File: src/rtl/m_unit_pkg.sv
// Shared types and constants for the RISC-V M-extension sequencing controller.
// Also holds the DONE-state result selection as a helper function.
package m_unit_pkg;

  localparam int MUX_OUT_LENGTH = 3;

  localparam logic [MUX_OUT_LENGTH-1:0] MUX_OUT_ZERO        = 3'd0;
  localparam logic [MUX_OUT_LENGTH-1:0] MUX_OUT_DIV_REM     = 3'd1;
  localparam logic [MUX_OUT_LENGTH-1:0] MUX_OUT_DIV_REM_NEG = 3'd2;
  localparam logic [MUX_OUT_LENGTH-1:0] MUX_OUT_MULT_LOWER  = 3'd3;
  localparam logic [MUX_OUT_LENGTH-1:0] MUX_OUT_MULT_UPPER  = 3'd4;
  localparam logic [MUX_OUT_LENGTH-1:0] MUX_OUT_RS1         = 3'd5;
  localparam logic [MUX_OUT_LENGTH-1:0] MUX_OUT_ONES        = 3'd6;
  localparam logic [MUX_OUT_LENGTH-1:0] MUX_OUT_MIN         = 3'd7;

  localparam logic [6:0] OPCODE_OP     = 7'b0110011;
  localparam logic [6:0] FUNCT7_MULDIV = 7'b0000001;

  typedef enum logic [1:0] {
    ST_IDLE = 2'd0,
    ST_MUL  = 2'd1,
    ST_DIV  = 2'd2,
    ST_DONE = 2'd3
  } state_e;

  typedef enum logic [2:0] {
    OP_MUL    = 3'b000,
    OP_MULH   = 3'b001,
    OP_MULHSU = 3'b010,
    OP_MULHU  = 3'b011,
    OP_DIV    = 3'b100,
    OP_DIVU   = 3'b101,
    OP_REM    = 3'b110,
    OP_REMU   = 3'b111
  } op_e;

  // Divide-by-zero outranks overflow; overflow flags are only ever set for signed ops.
  function automatic logic [MUX_OUT_LENGTH-1:0] sel_result(
    input op_e  op,
    input logic div_zero,
    input logic div_ovf,
    input logic sign1,
    input logic sign2
  );
    logic [MUX_OUT_LENGTH-1:0] sel;
    sel = MUX_OUT_ZERO;
    case (op)
      OP_MUL:                     sel = MUX_OUT_MULT_LOWER;
      OP_MULH, OP_MULHSU, OP_MULHU: sel = MUX_OUT_MULT_UPPER;
      OP_DIV: begin
        if (div_zero)           sel = MUX_OUT_ONES;
        else if (div_ovf)       sel = MUX_OUT_MIN;
        else if (sign1 ^ sign2) sel = MUX_OUT_DIV_REM_NEG;
        else                    sel = MUX_OUT_DIV_REM;
      end
      OP_DIVU: begin
        if (div_zero) sel = MUX_OUT_ONES;
        else          sel = MUX_OUT_DIV_REM;
      end
      OP_REM: begin
        if (div_zero)     sel = MUX_OUT_RS1;
        else if (div_ovf) sel = MUX_OUT_ZERO;
        else if (sign1)   sel = MUX_OUT_DIV_REM_NEG;
        else              sel = MUX_OUT_DIV_REM;
      end
      OP_REMU: begin
        if (div_zero) sel = MUX_OUT_RS1;
        else          sel = MUX_OUT_DIV_REM;
      end
      default: sel = MUX_OUT_ZERO;
    endcase
    return sel;
  endfunction

endpackage

File: src/rtl/m_unit_decode.sv
// Combinational decoder: recognises OP-format M instructions and classifies
// the funct3 operation and its operand signedness.
module m_unit_decode
  import m_unit_pkg::*;
(
  input  logic [31:0] instruction,
  output logic        is_m,
  output logic        is_div,
  output op_e         op,
  output logic        signed_a,
  output logic        signed_b,
  output logic        div_signed
);

  logic unused_fields_s;

  // Register specifiers are irrelevant to sequencing.
  assign unused_fields_s = ^{instruction[24:15], instruction[11:7]};

  // Field decode and operation classification.
  always_comb begin
    op         = op_e'(instruction[14:12]);
    is_m       = (instruction[6:0] == OPCODE_OP) && (instruction[31:25] == FUNCT7_MULDIV);
    is_div     = is_m & instruction[14];
    signed_a   = is_m & ((op == OP_MULH) | (op == OP_MULHSU));
    signed_b   = is_m & (op == OP_MULH);
    div_signed = is_m & ((op == OP_DIV) | (op == OP_REM));
  end

endmodule

File: src/rtl/m_unit_controller.sv
// Sequencing FSM for the M-extension unit: accepts a request, times the
// multiply/divide phases, and selects the result in DONE.
module m_unit_controller
  import m_unit_pkg::*;
#(
  parameter int MUL_CYCLES = 2,
  parameter int DIV_CYCLES = 32
) (
  input  logic                      clk,
  input  logic                      reset,
  input  logic                      valid,
  input  logic [31:0]               instruction,
  input  logic                      rs1_msb,
  input  logic                      rs2_msb,
  input  logic                      rs2_zero,
  input  logic                      div_ovf,
  output logic                      load,
  output logic                      mul_en,
  output logic                      mul_signed_a,
  output logic                      mul_signed_b,
  output logic                      div_step,
  output logic [MUX_OUT_LENGTH-1:0] mux_out,
  output logic                      busy,
  output logic                      ready,
  output logic                      wr
);

  localparam int CNT_MAX = (MUL_CYCLES > DIV_CYCLES) ? MUL_CYCLES : DIV_CYCLES;
  localparam int CNT_W   = $clog2(CNT_MAX + 1);
  localparam logic [CNT_W-1:0] MUL_LAST = CNT_W'(MUL_CYCLES - 1);
  localparam logic [CNT_W-1:0] DIV_LAST = CNT_W'(DIV_CYCLES - 1);

  state_e           state_r, state_s;
  logic [CNT_W-1:0] cnt_r, cnt_s;

  logic is_m_s, is_div_s, signed_a_s, signed_b_s, div_signed_s;
  op_e  op_s;
  logic accept_s, special_s;

  op_e  op_r;
  logic zero_r, ovf_r, sign1_r, sign2_r, sa_r, sb_r;

  m_unit_decode u_decode (
    .instruction (instruction),
    .is_m        (is_m_s),
    .is_div      (is_div_s),
    .op          (op_s),
    .signed_a    (signed_a_s),
    .signed_b    (signed_b_s),
    .div_signed  (div_signed_s)
  );

  // Acceptance and the divide corner cases that skip the iterative phase.
  assign accept_s  = valid & is_m_s & (state_r == ST_IDLE);
  assign special_s = is_div_s & (rs2_zero | (div_ovf & div_signed_s));
  assign load      = accept_s;

  // State and cycle counter registers.
  always_ff @(posedge clk) begin
    if (reset) begin
      state_r <= ST_IDLE;
      cnt_r   <= '0;
    end else begin
      state_r <= state_s;
      cnt_r   <= cnt_s;
    end
  end

  // Next-state and counter logic.
  always_comb begin
    state_s = state_r;
    cnt_s   = '0;
    case (state_r)
      ST_IDLE: begin
        if (accept_s) begin
          if (!is_div_s)      state_s = ST_MUL;
          else if (special_s) state_s = ST_DONE;
          else                state_s = ST_DIV;
        end else begin
          state_s = ST_IDLE;
        end
      end
      ST_MUL: begin
        if (cnt_r == MUL_LAST) begin
          state_s = ST_DONE;
        end else begin
          state_s = ST_MUL;
          cnt_s   = cnt_r + CNT_W'(1);
        end
      end
      ST_DIV: begin
        if (cnt_r == DIV_LAST) begin
          state_s = ST_DONE;
        end else begin
          state_s = ST_DIV;
          cnt_s   = cnt_r + CNT_W'(1);
        end
      end
      ST_DONE: state_s = ST_IDLE;
      default: state_s = ST_IDLE;
    endcase
  end

  // Operation and operand flags captured on acceptance; overflow only matters for signed divides.
  always_ff @(posedge clk) begin
    if (reset) begin
      op_r    <= OP_MUL;
      zero_r  <= 1'b0;
      ovf_r   <= 1'b0;
      sign1_r <= 1'b0;
      sign2_r <= 1'b0;
      sa_r    <= 1'b0;
      sb_r    <= 1'b0;
    end else if (accept_s) begin
      op_r    <= op_s;
      zero_r  <= rs2_zero & is_div_s;
      ovf_r   <= div_ovf & div_signed_s;
      sign1_r <= rs1_msb & div_signed_s;
      sign2_r <= rs2_msb & div_signed_s;
      sa_r    <= signed_a_s;
      sb_r    <= signed_b_s;
    end else begin
      op_r    <= op_r;
      zero_r  <= zero_r;
      ovf_r   <= ovf_r;
      sign1_r <= sign1_r;
      sign2_r <= sign2_r;
      sa_r    <= sa_r;
      sb_r    <= sb_r;
    end
  end

  // Datapath strobes and handshake derived from the registered state.
  always_comb begin
    mul_en       = (state_r == ST_MUL);
    mul_signed_a = mul_en & sa_r;
    mul_signed_b = mul_en & sb_r;
    div_step     = (state_r == ST_DIV);
    busy         = (state_r != ST_IDLE);
    ready        = (state_r == ST_DONE);
    wr           = ready;
    if (state_r == ST_DONE) begin
      mux_out = sel_result(op_r, zero_r, ovf_r, sign1_r, sign2_r);
    end else begin
      mux_out = MUX_OUT_ZERO;
    end
  end

endmodule

File: config.mk
export PLATFORM = sky130hd
export DESIGN_NAME = m_unit_controller
export DESIGN_NICKNAME = d
export VERILOG_FILES = /design/src/rtl/m_unit_pkg.sv /design/src/rtl/m_unit_decode.sv /design/src/rtl/m_unit_controller.sv
export SDC_FILE = /design/constraint.sdc
export NUM_CORES = 1
export LEC_CHECK = 0
export BUFFER_PORTS_ARGS = -buffer_cell sky130_fd_sc_hd__buf_4
export CORE_MARGIN = 5
export CORE_UTILIZATION = 30
export DETAILED_ROUTE_END_ITERATION = 12
export PLACE_DENSITY = 0.59
export SYNTH_ARGS = -nofsm -noshare
export SYNTH_HDL_FRONTEND = slang
export SYNTH_SLANG_ARGS = --single-unit
File: constraint.sdc
create_clock -name clk -period 4.2 [get_ports clk]
set_input_delay 0.21 -clock clk [delete_from_list [all_inputs] [get_ports clk]]
set_output_delay 0.21 -clock clk [all_outputs]
set_load 0.005 [all_outputs]
# After elaboration in Yosys (flattened, before gate mapping)
# Index checks and enable logic that the tools add are counted.
# totals
ff_bits	17
latch_bits	0
mem_bits_rw	0
romBits	0
input_bits	39
output_inout_bits	11
wordCells	69
n_memories	0
# op_classes
n_addsub	1
n_mul	0
n_div	0
n_lt_le_gt_ge	0
n_eq_ne	18
n_shift	0
n_mux	19
bitwise_logic	17
reduce_logical	5
# ops
cell	count
$eq 3x3->1 const B	6
$mux 3	6
$pmux 3 s6	1
$and 1x1->1	13
$mux 2	6
$mux 6	2
$pmux 6 s2	1
$eq 3x2->1 const B	3
$pmux 2 s4	1
$eq 7x1->1 const B	1
$eq 7x6->1 const B	1
$add 6x1->6 const B	1
$eq 3x1->1 const B	2
$eq 6x1->1 const B	1
$eq 6x5->1 const B	1
$eq 2x2->1 const B	2
$logic_not 3->1	1
$or 1x1->1	3
$reduce_or 3->1	1
$eq 2x1->1 const B	1
$logic_not 2->1	1
$mux 1	2
$reduce_bool 2->1	1
$logic_and 1x1->1	1
$xor 1x1->1	1

# Depth between registers and ports, before layout
# depth
ltp_word	10
mapped_depth	6
mapped_depth_nobuf	6

# Modules after synthesis
# From an unflattened synthesis, not the netlist that was laid out.
# unflattened
cells_unflattened	125
hier_area_um2	1046.0
# modules_own_cells
mod	n_inst	cells_each	area_per_inst_um2	seq_area_each_um2
m_unit_controller	1	110	917.1	340.3
m_unit_decode	1	15	128.9	0.0

# Least setup slack after synthesis
# Ideal clock, no wire load.
# synth_path
path_type	reg2reg
from	register state_r[0]
to	register op_r[0]
setup_time_ps	72
arrival_ps	1311
t_required_ps	4128
setup_slack_ps	2818
stages_incl_launch_ff	7
path_buffers	0
path_cell_list	dfxtp_1 -> inv_1 -> ha_1 -> and4b_2 -> nand4_4 -> inv_2 -> mux2i_1
# synth_via
elab_chain_cells	2
# synth_lines
element	line	source
start, declared	m_unit_controller.sv:33	state_e state_r, state_s;
start signal, assigned	m_unit_controller.sv:64	state_r <= state_s;
$logic_not 2->1	m_unit_controller.sv:54	assign accept_s = valid & is_m_s & (state_r == ST_IDLE);
$and 1x1->1	m_unit_controller.sv:54	
named net load	m_unit_controller.sv:17	output logic load,
end signal, assigned	m_unit_controller.sv:115	op_r <= op_s;
end signal, assigned	m_unit_controller.sv:123	op_r <= op_r;
end, declared	m_unit_controller.sv:40	op_e op_r;
# The timed path passes the listed nets, and every way through them passes these cells.
# A chain may end at the register's enable or synchronous reset.

# Worst setup path in the final report
# layout_path
from	register state_r[0]
to	output port load
# layout_via
elab_chain_cells	2
# layout_lines
element	line
$logic_not 2->1	m_unit_controller.sv:54
$and 1x1->1	m_unit_controller.sv:54
end, declared	m_unit_controller.sv:17
# Every way passes these cells.

==> results.json <==
{
  "status": "finished clean",
  "seqCellArea_um2": 340.3,
  "grt.overflow.total": 0,
  "cp.required_ns": 3.99,
  "dp.final_hpwl_um": 1991,
  "power_uw": 311.8,
  "synth_area_leaders": "dfxtp_1, mux2i_1, ha_1",
  "synth_top_area_share_pct": 31.12,
  "hold_path_end": "sign2_r$_SDFFE_PP0P_",
  "nFillCells": 355,
  "first_global_vias": 948,
  "synth_area_um2": 1094,
  "synth_nets": 165,
  "path_class": "flop to output pin",
  "htree_levels": 1,
  "cts_hold_buffers": 0,
  "postRouteAntennaNets": 0,
  "die_w_um": 70.38,
  "setup-violations-final": 0,
  "path_clk_slew_ns": 0.06,
  "rrSetupSlack_ns": 2.63,
  "final_cell_mix": "buf_4, nand2_1, dfxtp_1",
  "grt.total_usage_pct": 10.19,
  "end_kind": "output pin",
  "avgSynthCellArea_um2": 9.189,
  "hp-class": "input port to flop",
  "io_buffer_count": 34,
  "clkLatencyLatePin_ns": 0.25,
  "drt_wl_total_um": 2460,
  "power.share.combinational_pct": 9.3,
  "vias_per_cell": 4.861,
  "drtPass1Iterations": 4,
  "switching_share_pct": 20.97,
  "report.final.slew_viol_count": 0,
  "leakagePower_uw": 0.0006045,
  "cts_buffer_depth": 2,
  "ios": 50,
  "drv_cap": 0,
  "slew_headroom_pct": 64.79,
  "p_seq_share_pct": 51.7,
  "seq_area_frac_synth_pct": 31.12,
  "ys_seq_elements": 17,
  "synth_ff_type": "dfxtp_1",
  "arrival_ns": 1.68,
  "min_from": "rs2_msb",
  "period_share_pct": 45.07,
  "yosys_warnings": 0,
  "ctsResizeCount": 0,
  "hold_viol": 0,
  "grt_pass1_wl_um": 4160,
  "crit_fanout": 8,
  "skew_ns": 0.001991,
  "reg2reg_depth": 6,
  "drt_iter0_drc": 13,
  "cts_made_buffers": 3,
  "drcViolationCount": 0,
  "clkPwrFrac_pct": 39.0,
  "clock-sinks": 17,
  "nets": 201,
  "r2r_start": "state_r[0]$_SDFF_PP0_",
  "row_count": 22,
  "layout_commonest_cell": "buf_4",
  "cts-root-buf": "clkbuf_8",
  "gp_congestion": 0.7760,
  "setup-tns-final_ns": 0,
  "chipHeight_um": 70.38,
  "synth_top_area_cell": "dfxtp_1",
  "cp-start-kind": "flop",
  "rr_endpoint": "zero_r$_SDFFE_PP0P_",
  "grt_setup_unrepaired": "false",
  "switching_power_uw": 65.38,
  "antenna_found_initial": 0,
  "fmax_ghz": 0.5283,
  "syn_inst": 119,
  "powerDensity_nw_per_um2": 218.2,
  "wire_per_inst_um": 12.18,
  "hold_depth": 3,
  "via_count": 982,
  "area_growth_pct": 30.66,
  "synthArstFlopShare_pct": 0,
  "start_util_pct": 30.33,
  "period_needed_ns": 1.893,
  "ys_types": 39,
  "die_area_um2": 4953,
  "worstMarginPinSlew_ns": 0.5276,
  "drive_gt1_share_pct": 32.47,
  "ir_worst_vdd_v": 0.00009014,
  "p_int_uw": 246.5,
  "synth-edff-count": 0,
  "cts_tree": "done",
  "n_antenna_cell": 0,
  "core_um2": 3606,
  "multiInputGateArea_um2": 683.2,
  "post_cts_buffers": 0,
  "grt_max_degree": 21
}
## Yosys cell counts, types with 2 or more instances
| library cell | number |
|---|---|
| o311ai_0 | 2 |
| and2_1 | 2 |
| a211oi_1 | 6 |
| o21ai_0 | 2 |
| nor2b_1 | 3 |
| and4bb_2 | 2 |
| xor2_1 | 4 |
| nand3_1 | 8 |
| nor2_1 | 3 |
| dfxtp_1 | 17 |
| mux2i_1 | 9 |
| nand2_1 | 17 |
| o22ai_1 | 2 |
| inv_1 | 11 |
| ha_1 | 7 |
## cell type report
class,count,share of cell area [%]
Multi-Input combinational cell,87,47.81
Inverter,12,3.152
Tap cell,48,4.203
Clock buffer,4,3.152
Timing Repair Buffer,34,17.86
Sequential cell,17,23.82
## flip-flops by register name, indices dropped and copies added, names as in the netlist
| name | count |
|---|---|
| sign1_r | 1 |
| cnt_r | 6 |
| sa_r | 1 |
| ovf_r | 1 |
| sign2_r | 1 |
| op_r | 3 |
| sb_r | 1 |
| zero_r | 1 |
| state_r | 2 |
## logic make-up (layout without fill, tap and decap cells)
group	after synthesis	count (layout)	share of synthesized area, %
and+or+nand+nor	45	45	26.20
AOI/OAI and AO/OA	21	21	16.02
DFF	17	17	31.12
buffers and inverters	15	50	6.407
muxes	9	9	8.238
adders and majority gates	7	7	8.009
xor gates and xnor gates	5	5	4.004
## worst max path at each step
stage	start	end	slack, ns	depth (start not counted)
after floorplan	state_r[0]$_SDFF_PP0_	op_r[0]$_SDFFE_PP0P_	2.82	6
after global placement	state_r[0]$_SDFF_PP0_	load	2.60	6
after detailed placement	state_r[0]$_SDFF_PP0_	load	2.57	6
after CTS	state_r[0]$_SDFF_PP0_	load	2.28	6
after global routing	state_r[0]$_SDFF_PP0_	load	2.20	6
final	state_r[0]$_SDFF_PP0_	load	2.31	6
## stage by stage
step | cell area [um2] | hold WS [ns] | cells | setup WS (ns) | util, %
3_3_place_gp | 1384 | 0.4489 | 198 | 2.599 | 38.38
4_1_cts | 1429 | 0.2119 | 202 | 2.278 | 39.63
6_report | 1429 | 0.2153 | 202 | 2.307 | 39.63
5_1_grt | 1429 | 0.2171 | 202 | 2.198 | 39.63
2_1_floorplan | 1094 | 0.3521 | 119 | 2.818 | -
3_5_place_dp | 1384 | 0.4547 | 198 | 2.570 | 38.38
## routing by layer
metal  vias up  global-route usage (%)  wire [um]
met2        33                   16.01       1107
met4         0                   6.596         67
met5         -                       0          0
li1        496                       -          -
met1       448                   12.76       1140
met3         5                   1.583        144
## power by group through the flow
stage | sequential, uW | clock [uW] | combinational (uW)
final | 161 | 122 | 29.1
after global placement | 165 | 0 | 29.0
after detailed placement | 165 | 0 | 29.5
after floorplan | 165 | 0 | 10.4
after CTS | 161 | 127 | 29.5
after global routing | 161 | 130 | 32.1
## worst max-delay path, cell delays in order (launching register included)
cell and delay [ns]:
dfxtp_1 0.33, inv_1 0.10, ha_1 0.17, and4b_2 0.26
nand4_4 0.22, inv_2 0.21, buf_4 0.14
Power figures use the tool's default switching activity.
